==> src/rtl/print_sequencer_pkg.sv <==
// Shared definitions for the print sequencer and the board renderer.
package print_sequencer_pkg;

    typedef enum logic [2:0] {
        IDLE    = 3'd0,
        START   = 3'd1,
        ARM     = 3'd2,
        STEP    = 3'd3,
        SAMPLE  = 3'd4,
        SEND    = 3'd5,
        WAIT_TX = 3'd6
    } seq_state_t;

    localparam logic [7:0] ASCII_LF = 8'h0A;
    localparam logic [7:0] ASCII_CR = 8'h0D;

    // Character counter width covers the largest watchdog limit (1023).
    localparam int CHAR_CNT_W  = 10;
    localparam int PRIME_CNT_W = 8;

endpackage

==> src/rtl/print_sequencer.sv <==
// Print sequencer: steps the board renderer one character at a time and
// forwards each character to the UART, with request coalescing and a
// per-frame character watchdog.
module print_sequencer
    import print_sequencer_pkg::*;
#(
    parameter int PRIME_STEPS = 2,
    parameter int MAX_CHARS   = 1023
) (
    input  logic       clk,
    input  logic       rst_n,
    input  logic       req,
    output logic       r_start,
    output logic       r_next,
    input  logic [7:0] r_char,
    input  logic       r_done,
    output logic [7:0] tx_data,
    output logic       tx_start,
    input  logic       tx_busy,
    output logic       busy,
    output logic       frame_done,
    output logic       err
);

    localparam logic [CHAR_CNT_W-1:0]  MAX_CNT   = CHAR_CNT_W'(MAX_CHARS);
    localparam logic [PRIME_CNT_W-1:0] PRIME_CNT = PRIME_CNT_W'(PRIME_STEPS);

    seq_state_t state_q, state_d;
    logic                   pending_q, pending_d;
    logic                   err_q, err_d;
    logic [CHAR_CNT_W-1:0]  char_cnt_q, char_cnt_d;
    logic [PRIME_CNT_W-1:0] prime_q, prime_d;
    logic                   tx_idle_q, tx_idle_d;   // one quiet WAIT_TX cycle seen
    logic                   seen_busy_q, seen_busy_d;
    logic [7:0]             tx_data_q, tx_data_d;
    logic                   r_start_q, r_start_d;
    logic                   r_next_q, r_next_d;
    logic                   tx_start_q, tx_start_d;
    logic                   busy_q, busy_d;
    logic                   frame_done_q, frame_done_d;
    logic                   frame_ok, send_ok;

    // State and output registers; reset abandons any frame in flight.
    always_ff @(posedge clk or negedge rst_n) begin
        if (!rst_n) begin
            state_q      <= IDLE;
            pending_q    <= 1'b0;
            err_q        <= 1'b0;
            char_cnt_q   <= '0;
            prime_q      <= '0;
            tx_idle_q    <= 1'b0;
            seen_busy_q  <= 1'b0;
            tx_data_q    <= 8'h00;
            r_start_q    <= 1'b0;
            r_next_q     <= 1'b0;
            tx_start_q   <= 1'b0;
            busy_q       <= 1'b0;
            frame_done_q <= 1'b0;
        end else begin
            state_q      <= state_d;
            pending_q    <= pending_d;
            err_q        <= err_d;
            char_cnt_q   <= char_cnt_d;
            prime_q      <= prime_d;
            tx_idle_q    <= tx_idle_d;
            seen_busy_q  <= seen_busy_d;
            tx_data_q    <= tx_data_d;
            r_start_q    <= r_start_d;
            r_next_q     <= r_next_d;
            tx_start_q   <= tx_start_d;
            busy_q       <= busy_d;
            frame_done_q <= frame_done_d;
        end
    end

    // Next-state logic plus the per-frame counters and watchdog.
    always_comb begin
        state_d     = state_q;
        pending_d   = pending_q;
        err_d       = err_q;
        char_cnt_d  = char_cnt_q;
        prime_d     = prime_q;
        tx_idle_d   = tx_idle_q;
        seen_busy_d = seen_busy_q;
        tx_data_d   = tx_data_q;
        frame_ok    = 1'b0;
        send_ok     = 1'b0;

        // Requests during a frame collapse into a single follow-up frame.
        if (req && state_q != IDLE) pending_d = 1'b1;

        case (state_q)
            IDLE: begin
                if (req || pending_q) begin
                    state_d    = START;
                    pending_d  = 1'b0;
                    err_d      = 1'b0;
                    char_cnt_d = '0;
                    prime_d    = PRIME_CNT;
                end
            end
            START: state_d = ARM;
            ARM: begin
                if (!r_done) state_d = STEP;
            end
            STEP: state_d = SAMPLE;
            SAMPLE: begin
                if (prime_q != '0) begin
                    // Renderer output still lags; drop it unconditionally.
                    prime_d = prime_q - PRIME_CNT_W'(1);
                    state_d = STEP;
                end else if (r_done) begin
                    frame_ok = 1'b1;
                    state_d  = IDLE;
                end else begin
                    tx_data_d = r_char;
                    state_d   = SEND;
                end
            end
            SEND: begin
                if (char_cnt_q >= MAX_CNT) begin
                    err_d   = 1'b1;
                    state_d = IDLE;
                end else if (!tx_busy) begin
                    send_ok     = 1'b1;
                    if (char_cnt_q != '1) char_cnt_d = char_cnt_q + CHAR_CNT_W'(1);
                    tx_idle_d   = 1'b0;
                    seen_busy_d = 1'b0;
                    state_d     = WAIT_TX;
                end
            end
            WAIT_TX: begin
                // Either a full busy pulse, or two quiet cycles from a UART
                // too fast to ever show busy.
                if (tx_busy) begin
                    seen_busy_d = 1'b1;
                end else if (seen_busy_q || tx_idle_q) begin
                    state_d = STEP;
                end else begin
                    tx_idle_d = 1'b1;
                end
            end
            default: state_d = IDLE;
        endcase
    end

    // Registered outputs decoded from the state being entered.
    always_comb begin
        r_start_d    = (state_d == START);
        r_next_d     = (state_d == STEP);
        tx_start_d   = send_ok;
        busy_d       = (state_d != IDLE);
        frame_done_d = frame_ok;
    end

    assign r_start    = r_start_q;
    assign r_next     = r_next_q;
    assign tx_data    = tx_data_q;
    assign tx_start   = tx_start_q;
    assign busy       = busy_q;
    assign frame_done = frame_done_q;
    assign err        = err_q;

endmodule

==> config.mk <==
export PLATFORM = sky130hd
export DESIGN_NAME = print_sequencer
export DESIGN_NICKNAME = d
export VERILOG_FILES = /design/src/rtl/print_sequencer_pkg.sv /design/src/rtl/print_sequencer.sv
export SDC_FILE = /design/constraint.sdc
export NUM_CORES = 1
export LEC_CHECK = 0
export ABC_AREA = 1
export BUFFER_PORTS_ARGS = -buffer_cell sky130_fd_sc_hd__buf_2
export CORE_UTILIZATION = 45
export CTS_BUF_LIST = sky130_fd_sc_hd__clkbuf_4 sky130_fd_sc_hd__clkbuf_8
export CTS_CLUSTER_DIAMETER = 120
export DETAILED_ROUTE_END_ITERATION = 12
export PLACE_DENSITY = 0.75
export SLEW_MARGIN = 20
export SYNTH_ARGS = -nofsm -noshare
export SYNTH_HDL_FRONTEND = slang
export SYNTH_SLANG_ARGS = --single-unit
==> constraint.sdc <==
create_clock -name clk -period 1.5 [get_ports clk]
set_input_delay 0.225 -clock clk [delete_from_list [all_inputs] [get_ports clk]]
set_output_delay 0.225 -clock clk [all_outputs]
set_load 0.01 [all_outputs]
# After elaboration in Yosys (flattened, before gate mapping)
# Cells that the tools add are included.
# totals
ff_bits,38
in_bits,13
# op_classes
add_sub_neg,2
magnitude_cmp,1
n_eq_ne,18
mux,36
bitwise,2
n_reduce_logical,16
# op_table
op,n
$mux W10,4
$mux W3,8
$pmux W3 S7,1
$pmux W10 S2,1
$ne A2 B2 Y1 const B,9
$mux W1,16
$mux W8,2
$pmux W8 S2,1
$add A10 B1 Y10 const B,1
$ge A10 B10 Y1 const B,1
$ne A10 B10 Y1 const B,1
$reduce_and A5 Y1,2
$eq A3 B2 Y1 const B,3
$eq A3 B3 Y1 const B,3
$reduce_and A3 Y1,3
$reduce_bool A8 Y1,1
$sub A8 B1 Y8 const B,1
$eq A3 B1 Y1 const B,2
$pmux W1 S2,3
$reduce_bool A2 Y1,3
$reduce_bool A3 Y1,2
$reduce_and A4 Y1,1
$logic_not A3 Y1,1
$logic_or A1 B1 Y1,2
2 further kinds,3

# Depth between registers and ports, before layout
# Gate-level depths: netlist of the first run.
# logic_depth
ltp_word,5
ltp_mapped,9
ltp_nobuf,9

# Least setup slack after synthesis of the first run
# Ideal clock, no wire load.
# synth_path
path_type,register -> register
startpoint,reg prime_q[0]
endpoint,"reg tx_data_q[6], in the netlist tx_data[6]"
setup_time_ps,118
arrival_time_ps,1270
path_slack_ps,112
path_stages_with_launch,9
path_cell_list,dfrtp_1 > inv_1 > ha_1 > nand2_2 > nor2_8 > nand3_4 > buf_6 > nand2_1 > o21ai_2
# synth_between
elab_chain_len,3
# synth_lines
element,line_no,text
from (decl),print_sequencer.sv:32,"logic [PRIME_CNT_W-1:0] prime_q, prime_d;"
from (signal assigned),print_sequencer.sv:64,prime_q <= prime_d;
$reduce_bool A8 Y1,print_sequencer.sv:108,if (prime_q != '0) begin
$not A1 Y1 (no line),--,
$reduce_and A3 Y1 (no line),--,
to (signal assigned),print_sequencer.sv:67,tx_data_q <= tx_data_d;
to (decl),print_sequencer.sv:35,"logic [7:0] tx_data_q, tx_data_d;"
# Every way passes these cells.
# A chain may end at the register's enable or synchronous reset.

# Worst setup path after layout of the first run
# layout_path
startpoint,reg prime_q[0]
endpoint,reg prime_q[0]
# layout_between
elab_chain_len,3
elab_cells_between_ends,6
# layout_lines
element,line_no
$sub A8 B1 Y8 or $reduce_bool A8 Y1 (tied branches),"print_sequencer.sv:110, print_sequencer.sv:108"
$mux W8 or $ne A2 B2 Y1 (tied branches),--
$pmux W8 S2 or $reduce_and A3 Y1 (tied branches),--
# Parallel ways exist; a longest one is shown, timed or not. The select of a mux whose other input is x is not followed.

==> results of run 1 <==
## layout by cell type, fill, tap and decap left out, drive strengths merged
cell type / count
nand3: 34
or2: 1
buf: 49
ha: 3
nor3b: 1
clkinvlp: 1
nand2: 82
a22oi: 1
inv: 41
a21oi: 1
nor3: 3
nand4: 3
a21boi: 1
nor2: 33
o21ai: 20
xnor2: 1
dfrtp: 38
clkinv: 2
clkbuf: 6
nor4: 1
xor2: 4
## what timing repair did
| item | CTS | global route |
|---|---|---|
| setup buffers | 3 | 8 |
| cloned | 0 | 2 |
| resized for setup | 2 | 12 |
| pin swaps | 2 | 3 |
| endpoints found under the setup margin | 3 | 29 |
## routing by layer
metal	global-route usage, %	up-vias
met5	0	-
met4	6.75	0
met3	4.31	8
met2	37.2	35
met1	23.3	892
li1	-	958
## kinds of logic after synthesis
logic type	synth area share, %
compound gates	6.97
xor+xnor	1.98
fa+ha+maj	1.70
buf+inv	9.35
flops	43.1
simple gates	36.9
## synth_stat cells, drive strengths merged
cell type,number
o21ai,20
nor3b,1
xor2,4
nor2,33
ha,3
xnor2,1
nor4,1
or2,1
nand2,82
nand4,3
a21boi,1
a22oi,1
nor3,3
dfrtp,38
a21oi,1
buf,4
inv,41
clkinv,1
nand3,32
## metrics by stage
| step | TNS, ps | utilization [%] | setup slack (ps) | area, µm² |
|---|---|---|---|---|
| floorplan | 0 | - | 112 | 2210 |
| global placement | 0 | 52.3 | 1.89 | 2470 |
| detailed placement | -185 | 52.3 | -69.2 | 2470 |
| CTS | 0 | 55.1 | 26.1 | 2600 |
| global route | -247 | 57.6 | -41.6 | 2720 |
| finish | 0 | 57.6 | 15.1 | 2720 |
## worst paths after layout
kind,startpoint,endpoint
min in group clk,r_char[2],tx_data[2]$_DFFE_PN0P_
setup / recovery,prime_q[0]$_DFFE_PN0P_,prime_q[0]$_DFFE_PN0P_
max in group asynchronous,rst_n,prime_q[3]$_DFFE_PN0P_
hold reg to reg,err$_DFFE_PN0P_,err$_DFFE_PN0P_
hold / removal,rst_n,char_cnt_q[7]$_DFFE_PN0P_
setup reg to reg,prime_q[0]$_DFFE_PN0P_,prime_q[0]$_DFFE_PN0P_
## power by group
group	total, µW	internal, µW	leakage (µW)	switching [µW]
Sequential	1400	1230	0.000501	177
Combinational	1870	779	0.000912	1090
Clock	737	369	0.0000472	367
Total	4010	2380	0.00146	1630
## state kept, by name, summed over array words and instances (netlist names), 3 cells and up
register / count
char_cnt_q: 10
state_q: 3
tx_data: 8
prime_q: 8
## area by class of cell
| type | count | share of cell area, % |
|---|---|---|
| clock buffers | 6 | 3.04 |
| clock inverters | 2 | 0.460 |
| inverters | 42 | 6.07 |
| multi-input cells | 189 | 40.7 |
| flip-flops and latches | 38 | 35.1 |
| well taps | 67 | 3.08 |
| repair buffers | 49 | 11.6 |
==> impl_results.md, run 1 <==
* P per Cell Area at 1470 nW/µm²
* Required time worst endpoint at 1710 ps
* Vias per std cell at 4.82
* Slew @ Worst Pin at 502 ps
* Pin count of the biggest net entering global routing at 39
* R2R depth at 9
* Multi-input gate area at 1110 µm²
* Starting Density at 46.8%
* Remaining DRCs at 0
* H-tree depth at 2
* Routed WL at 4970 µm
* Die area at 5190 µm²
* WS Path Type: reg2reg
* Final hold vios at 38
* Worst hold path type: in2async
* NumNets Final at 341
* First-pass GRT wire length at 8190 µm
* #FFs+latches synth at 38
* WL/cell at 12.6 µm
* Cells after Synth at 271
* CP Depth at 9
* Fmax at 673 MHz
* Met2 wire length at 2650 µm
* Cell mode on critical path: nor2_4
* CP max-delay cell: dfrtp_1
* VDD IR-drop max at 1.02 mV
* Clock slew at reported path FFs at 80 ps
* Max-slew violations at 0
* Storage cell area at 953 µm²
* Clock Skews at 7.47 ps
* # rows at 25
* Share of layout cells above drive strength 1 at 33.1%
* Post-route antenna net violation count at 0
* GPL Wtd Cong at 0.934
* Unrepaired setup endpoints after global routing: yes
* CP peak stage delay at 410 ps
* Area contributors post-synth: dfrtp_1 (43%), nand2_1 (13%), inv_1 (6.3%), nand3_1 (5.4%), nor2_1 (4.2%)
* Syn nets at 287
* Fillers at 417
* CP Launch Type: flop
* CTS buffer count at 5
* Tot Pwr at 4010 µW
* Worst path cell trace: inv_2 > ha_4 > nand2_4 > nor2_8 > nor2_4 > nor2_4 > buf_4 > nand2_1 > o21ai_1
* CP Data Arrival Time at 1690 ps
* Leakage at 0.00146 µW
* Via count at 1,893
* Number of global-route vias before repair at 1,888
* Final HPWL DP at 3240 µm
* Placed cell count at 372
* Area share of the largest cell type after synthesis at 43.1%
* Final non-filler cell total at 393
* WL met3 at 147 µm
* Slew HR at 66.6%
* CP bufs+invs at 2
* Antenna Cells at 0
* Sequential fraction of the synthesis area at 43.1%
* Maximum fanout along the worst path at 4
* Max_cap viols at 0
* Die H at 72.1 µm
* Synth cell types at 31
* First DRT Iteration DRCs at 96
* Fin Hold WS at -13.8 ps
* Top sig layer: met4
* R2R Setup Slk at 20 ps
* Die X at 72.1 µm
* IO Pins at 27
* Final min period at 1480 ps
* Clk sinks at 38
* Hold_buf cts at 0
* Status: finished with violations
* Area leader, netlist: dfrtp_1
* Violated checks: hold timing
* Syn Std Cell Area at 2210 µm²
* Total GRT Usage at 20.2%
* Root buffer cell: clkbuf_8
* Synthesized area per cell at 8.15 µm²
* CP Capture Type: flop
* M1 WL at 2060 µm
* Period utilization at 99.0%
* Pre-Repair DR Iteration Count at 5
* Final setup violation count at 0
* Clk buf depth at 2
* Core area at 4720 µm²
* TritonCTS clock tree: built
* Initial antenna violation count at 0
* Total gr overflow at 0
* Skew-Pair Late Insertion Delay at 290 ps
* Synth warn at 0
* Buffers added on ports at 26
* CP delay by family, top: simple AND/OR/NAND/NOR gates
* Area delta synth->final at 23.2%
Power figures use the tool's default switching activity.
==> run 2, diff against run 1 <==
--- a/config.mk
+++ b/config.mk
@@ -12,6 +12,7 @@
 export CTS_CLUSTER_DIAMETER = 120
 export DETAILED_ROUTE_END_ITERATION = 12
 export PLACE_DENSITY = 0.75
+export SETUP_SLACK_MARGIN = 0.05
 export SLEW_MARGIN = 20
 export SYNTH_ARGS = -nofsm -noshare
 export SYNTH_HDL_FRONTEND = slang
==> impl_results.md, run 2 (synthesis gave the netlist of run 1 again) <==
* R2r startpoint: prime_q[1]$_DFFE_PN0P_ (was prime_q[0]$_DFFE_PN0P_)
* Clock Skews at 9.72 ps (was 7.47 ps)
* Root buffer cell: clkbuf_8 (unchanged)
* Placed cell count at 372 (unchanged)
* VDD IR-drop max at 0.912 mV (was 1.02 mV)
* Met2 wire length at 2680 µm (was 2650 µm)
* Sequential power share at 34.3% (was 35.0%)
* Fillers at 418 (was 417)
* First-pass GRT wire length at 8310 µm (was 8190 µm)
* Max-slew violations at 0 (unchanged)
* Post-route antenna net violation count at 0 (unchanged)
* CP Data Arrival Time at 1680 ps (was 1690 ps)
* Total gr overflow at 0 (unchanged)
* Fmax at 682 MHz (was 673 MHz)
* Most frequent cells in the layout: nand2_1 (69), dfrtp_1 (35), inv_1 (34) (was nand2_1 (75), dfrtp_1 (36), inv_1 (34))
* Clock slew at reported path FFs at 80 ps (about the same)
* Die H at 72.1 µm (unchanged)
* # rows at 25 (unchanged)
* WS Path Type: reg2reg (unchanged)
* Required time worst endpoint at 1710 ps (about the same)
* Via count at 1,878 (was 1,893)
* Pin count of the biggest net entering global routing at 39 (unchanged)
* Final setup violation count at 0 (unchanged)
* CTS buffer count at 5 (unchanged)
* Final non-filler cell total at 391 (was 393)
* Clock group share of total power at 18.1% (was 18.4%)
* Die X at 72.1 µm (unchanged)
* Violated checks: hold timing (unchanged)
* Total GRT Usage at 20.6% (was 20.2%)
* Share of layout cells above drive strength 1 at 35.5% (was 33.1%)
* GPL Wtd Cong at 0.934 (unchanged)
* Most common cell after layout, fill and taps aside: nand2_1 (unchanged)
* Vias per std cell at 4.80 (was 4.82)
* Worst hold path type: in2async (unchanged)
* Int Pwr at 2430 µW (was 2380 µW)
* Core area at 4720 µm² (unchanged)
* Top sig layer: met4 (unchanged)
* Starting Density at 46.8% (unchanged)
* Maximum fanout along the worst path at 7 (was 4)
* Routed WL at 4930 µm (was 4970 µm)
* Final min period at 1470 ps (was 1480 ps)
* Reg with most FFs: char_cnt_q (unchanged)
* Buffers added on ports at 26 (unchanged)
* Slew @ Worst Pin at 499 ps (was 502 ps)
* M1 WL at 2040 µm (was 2060 µm)
* Clk sinks at 38 (unchanged)
* Net switching power at 1690 µW (was 1630 µW)
* Antenna Cells at 0 (unchanged)
* Max_cap viols at 0 (unchanged)
* Final hold vios at 38 (unchanged)
* WL/cell at 12.6 µm (about the same)
* Period utilization at 97.8% (was 99.0%)
* Final HPWL DP at 3240 µm (unchanged)
* Area delta synth->final at 25.0% (was 23.2%)
* Logic pwr share at 47.6% (was 46.6%)
* Largest register FFs at 10 (unchanged)
* Leakage at 0.00148 µW (was 0.00146 µW)
* Setup_tns at 0 ps (unchanged)
* TritonCTS clock tree: built (unchanged)
* First DRT Iteration DRCs at 113 (was 96)
* Unrepaired setup endpoints after global routing: yes (unchanged)
* Pre-Repair DR Iteration Count at 4 (was 5)
* Skew-Pair Late Insertion Delay at 290 ps (about the same)
* Initial antenna violation count at 0 (unchanged)
* CP Launch Point: prime_q[1]$_DFFE_PN0P_ (was prime_q[0]$_DFFE_PN0P_)
* Remaining DRCs at 0 (unchanged)
* H-tree depth at 2 (unchanged)
* Net Sw Frac at 41.0% (was 40.7%)
* IO Pins at 27 (unchanged)
* CP Capture Type: flop (unchanged)
* Hold_buf cts at 0 (unchanged)
* NumNets Final at 339 (was 341)
* Status: finished with violations (unchanged)
* CP Launch Type: flop (unchanged)
* Number of global-route vias before repair at 1,908 (was 1,888)
* WL met3 at 149 µm (was 147 µm)
* Slew HR at 66.8% (was 66.6%)
* Clk buf depth at 2 (unchanged)
* Fin Hold WS at -14.7 ps (was -13.8 ps)
* Die area at 5190 µm² (unchanged)
* P per Cell Area at 1490 nW/µm² (was 1470 nW/µm²)
==> run 2: changes by cell type in the layout (fill, tap and decap cells not counted), sizes merged <==
cell	delta
buf	-2
==> run 2: per-stage QoR <==
stage	area (µm²)	worst slack (ps)	hold slack [ps]	total power [µW]	util, %
after floorplan	2210	112	-70.6	2530	-
after global placement	2470	1.89	309	2890	52.3
after detailed placement	2470	-69.2	314	2920	52.3
after CTS	2620	50.2	3.25	3830	55.5
after global routing	2760	-21.0	26.1	4390	58.4
final	2760	33.1	-14.7	4110	58.4
==> run 2: final cells by class <==
class,instances,area (µm²),area share (%)
multi-input cells,189,1150,41.7
flip-flops and latches,38,955,34.6
repair buffers,47,312,11.3
inverters,42,165,5.98
well taps,67,83.8,3.04
clock buffers,6,82.6,2.99
clock inverters,2,12.5,0.453
==> run 2: critical path: stages (launching register included) <==
cell and delay (ps):
dfrtp_1 390, inv_2 100, ha_4 150, nand2_4 70, nor2_8 170, nor2_4 60, nor2_4 190, buf_12 150
nand2_1 40, o21ai_0 70
==> run 2: final timing paths <==
kind                            slack [ps]  cells after the start                   endpoint
max in group asynchronous             1150                      2     prime_q[3]$_DFFE_PN0P_
worst min-delay path                   -10                      2  char_cnt_q[7]$_DFFE_PN0P_
worst max-delay path                    30                      9     prime_q[6]$_DFFE_PN0P_
min in group clk                       160                      3     tx_data[2]$_DFFE_PN0P_
worst max register to register          30                      9     prime_q[6]$_DFFE_PN0P_
worst min register to register         480                      2            err$_DFFE_PN0P_
==> run 2: timing repair <==
action	CTS	global route
gates resized for setup	4	26
gates cloned	1	1
setup endpoints to repair	16	29
setup buffers	4	5
pin swaps	2	8
==> run 2: routing by layer <==
metal  vias up  global-route usage, %
met3         8                   4.31
met2        32                   38.3
met4         0                   7.19
met5         -                      0
li1        956                      -
met1       882                   23.5
==> run 2: power groups by stage <==
| stage | clock network, µW | registers, µW | logic [µW] |
|---|---|---|---|
| 4_1_cts | 760 | 1400 | 1670 |
| 3_3_place_gp | 0 | 1410 | 1480 |
| 6_report | 744 | 1410 | 1960 |
| 5_1_grt | 803 | 1440 | 2150 |
| 3_5_place_dp | 0 | 1420 | 1500 |
| 2_1_floorplan | 0 | 1440 | 1100 |
==> run 3, diff against run 2 <==
--- a/config.mk
+++ b/config.mk
@@ -5,13 +5,12 @@
 export SDC_FILE = /design/constraint.sdc
 export NUM_CORES = 1
 export LEC_CHECK = 0
-export ABC_AREA = 1
-export BUFFER_PORTS_ARGS = -buffer_cell sky130_fd_sc_hd__buf_2
 export CORE_UTILIZATION = 45
 export CTS_BUF_LIST = sky130_fd_sc_hd__clkbuf_4 sky130_fd_sc_hd__clkbuf_8
 export CTS_CLUSTER_DIAMETER = 120
 export DETAILED_ROUTE_END_ITERATION = 12
-export PLACE_DENSITY = 0.75
+export DONT_BUFFER_PORTS = 1
+export PLACE_DENSITY = 0.71
 export SETUP_SLACK_MARGIN = 0.05
 export SLEW_MARGIN = 20
 export SYNTH_ARGS = -nofsm -noshare
==> constraint.sdc (replaced) <==
create_clock -name clk -period 1.45 [get_ports clk]
set_input_delay 0.2175 -clock clk [delete_from_list [all_inputs] [get_ports clk]]
set_output_delay 0.2175 -clock clk [all_outputs]
set_load 0.01 [all_outputs]
==> impl_results.md, run 3 <==
* Via count at 1,767 (was 1,878)
* Net switching power at 2310 µW (was 1690 µW)
* First DRT Iteration DRCs at 81 (was 113)
* Max_cap viols at 0 (unchanged)
* Slew @ Worst Pin at 435 ps (was 499 ps)
* Routed WL at 5730 µm (was 4930 µm)
* Clock group share of total power at 13.3% (was 18.1%)
* CP Launch Point: prime_q[1]$_DFFE_PN0P_ (unchanged)
* Most common cell after layout, fill and taps aside: buf_4 (was nand2_1)
* Top-count cell post-synth: dfrtp_1 (was nand2_1)
* Area leader, netlist: dfrtp_1 (unchanged)
* Status: finished with violations (unchanged)
* CTS buffer count at 5 (unchanged)
* CP Data Arrival Time at 1880 ps (was 1680 ps)
* First-pass GRT wire length at 8090 µm (was 8310 µm)
* Violated checks: setup timing (was hold timing)
* Share of layout cells above drive strength 1 at 57.6% (was 35.5%)
* Leakage at 0.00132 µW (was 0.00148 µW)
* Final hold vios at 0 (was 38)
* Number of global-route vias before repair at 1,702 (was 1,908)
* Int Pwr at 3530 µW (was 2430 µW)
* Initial antenna violation count at 0 (unchanged)
* Most frequent cells in the layout: buf_4 (47), dfrtp_1 (36), nor2_1 (12) (was nand2_1 (69), dfrtp_1 (35), inv_1 (34))
* Synth cell types at 44 (was 31)
* Tot Pwr at 5840 µW (was 4110 µW)
* P per Cell Area at 1940 nW/µm² (was 1490 nW/µm²)
* Reg with most FFs: char_cnt_q (unchanged)
* Sequential fraction of the synthesis area at 48.4% (was 43.1%)
* Top FF cell, synth: dfrtp_1 (unchanged)
* Final HPWL DP at 3530 µm (was 3240 µm)
* Period utilization at 116% (was 97.8%)
* Pre-Repair DR Iteration Count at 4 (unchanged)
* Logic pwr share at 58.9% (was 47.6%)
* Slew HR at 71.0% (was 66.8%)
* Final min period at 1680 ps (was 1470 ps)
* Die X at 68.1 µm (was 72.1 µm)
* H-tree depth at 2 (unchanged)
* Area delta synth->final at 53.2% (was 25.0%)
* IO Pins at 27 (unchanged)
* Root buffer cell: clkbuf_8 (unchanged)
* Multi-input gate area at 1310 µm² (was 1150 µm²)
* NumNets Final at 265 (was 339)
* Clk buf depth at 2 (unchanged)
* Syn Std Cell Area at 1970 µm² (was 2210 µm²)
* Sequential power share at 27.8% (was 34.3%)
* Async SR Flop Fraction at 100% (unchanged)
* Core area at 4090 µm² (was 4720 µm²)
* CP Capture Type: flop (unchanged)
* VDD IR-drop max at 0.874 mV (was 0.912 mV)
* #FFs+latches synth at 38 (unchanged)
* Post-route antenna net violation count at 0 (unchanged)
* Total GRT Usage at 24.2% (was 20.6%)
* Synthesized area per cell at 10.6 µm² (was 8.15 µm²)
* WL/cell at 19.1 µm (was 12.6 µm)
* Largest register FFs at 10 (unchanged)
* Antenna Cells at 0 (unchanged)
* Fillers at 257 (was 418)
* WS Path Type: reg2reg (unchanged)
* Buffers added on ports at 0 (was 26)
* Clock slew at reported path FFs at 70 ps (was 80 ps)
* Net Sw Frac at 39.6% (was 41.0%)
* Storage cell area at 953 µm² (was 955 µm²)
* HP Start: tx_busy
* Total gr overflow at 0 (unchanged)
* Remaining DRCs at 0 (unchanged)
* Cells after Synth at 185 (was 271)
* Clk sinks at 38 (unchanged)
* Unrepaired setup endpoints after global routing: yes (unchanged)
* GPL Wtd Cong at 0.846 (was 0.934)
* Required time worst endpoint at 1660 ps (was 1710 ps)
* Syn nets at 201 (was 287)
* # rows at 23 (was 25)
* TritonCTS clock tree: built (unchanged)
* Final setup violation count at 31 (was 0)
* Skew-Pair Late Insertion Delay at 290 ps (about the same)
* CP Launch Type: flop (unchanged)
* Max-slew violations at 0 (unchanged)
* Synth warn at 0 (unchanged)
* R2r startpoint: prime_q[1]$_DFFE_PN0P_ (unchanged)
* Vias per std cell at 5.89 (was 4.80)
* Post-synth EDFFs at 0 (unchanged)
* Area contributors post-synth: dfrtp_1 (48%), mux2_2 (4.6%), a21oi_1 (3.8%), o31ai_1 (3.1%), nor2_1 (2.7%) (was dfrtp_1 (43%), nand2_1 (13%), inv_1 (6.3%), nand3_1 (5.4%), nor2_1 (4.2%))
* Pin count of the biggest net entering global routing at 39 (unchanged)
* Die area at 4640 µm² (was 5190 µm²)
* Area share of the largest cell type after synthesis at 48.4% (was 43.1%)
* Clock Skews at 6.67 ps (was 9.72 ps)
* Dpl ws at -204 ps (was -69.2 ps)
* Maximum fanout along the worst path at 4 (was 7)
* Starting Density at 48.1% (was 46.8%)
* Fmax at 596 MHz (was 682 MHz)
* Final worst slack at -228 ps (was 33.1 ps)
* Synth top cells by count: dfrtp_1 (38), a21oi_1 (15), nor2_1 (14) (was nand2_1 (75), dfrtp_1 (38), inv_1 (37))
* Die H at 68.1 µm (was 72.1 µm)
* Worst hold path type: in2reg (was in2async)
## run 3: worst paths after layout
path	slack, ps	end	cells after the start
setup / recovery	-230	prime_q[5]$_DFFE_PN0P_	7
hold / removal	20	state_q[1]$_DFF_PN0_	1
setup reg to reg	-230	prime_q[5]$_DFFE_PN0P_	7
hold reg to reg	580	tx_idle_q$_DFFE_PN0P_	2
max in group asynchronous	870	char_cnt_q[0]$_DFFE_PN0P_	2
min in group asynchronous	380	prime_q[2]$_DFFE_PN0P_	2
## run 3: cell families (layout without fill, tap and decap cells)
group,after synthesis,in the layout,synth area share [%]
AND/OR/NAND/NOR,68,68,21.5
AO/OA/AOI/OAI,46,46,16.9
flip-flops,38,38,48.4
buffers and inverters,15,80,3.31
multiplexers,12,12,6.62
adder cells (fa/ha/maj),3,3,1.91
XOR/XNOR,3,3,1.34
## run 3: through the flow
step / utilization (%) / area (µm²) / hold slack [ps] / std cells / setup TNS (ps)
after floorplan: - / 2050 / -78.1 / 185 / -2490
after global placement: 59.0 / 2410 / -77.0 / 272 / -1910
after detailed placement: 59.0 / 2410 / -77.1 / 272 / -3690
after CTS: 67.8 / 2770 / 27.7 / 290 / -3500
after global routing: 73.7 / 3010 / 12.6 / 300 / -6320
final: 73.7 / 3010 / 17.2 / 300 / -4490
## run 3: layout make-up
class / instances / area share, %
repair buffers: 62 / 18.4
inverters: 10 / 1.25
clock inverters: 2 / 0.416
flip-flops and latches: 38 / 31.7
multi-input cells: 132 / 43.4
well taps: 50 / 2.08
clock buffers: 6 / 2.74
## run 3: timing repair
action | 4_1_cts | 5_1_grt
pin swaps | 17 | 25
setup buffers | 7 | 11
hold buffers | 3 | 0
setup endpoints to repair | 36 | 36
hold endpoints to repair | 39 | 0
resized for setup | 34 | 38
## run 3: metal layers
| metal | share of wire (%) | GRT usage [%] | vias up |
|---|---|---|---|
| met2 | 56 | 42.5 | 35 |
| met1 | 38 | 28.0 | 900 |
| met5 | 0 | 0 | - |
| met3 | 2.7 | 5.83 | 16 |
| li1 | - | - | 816 |
| met4 | 3.0 | 9.64 | 0 |
## run 3: critical path, stage by stage (launching register included)
cell and delay (ps):
dfrtp_1 380, inv_2 60, ha_4 150, nor3b_4 150, buf_4 170, and3_4 200, nor4_2 250, mux2i_1 240
## run 3: power groups by stage
stage               clock network, µW  registers, µW  logic, µW
floorplan                           0           1610       1230
global placement                    0           1600       2000
detailed placement                  0           1620       2110
CTS                               784           1610       2890
global route                      831           1660       3650
finish                            776           1620       3440
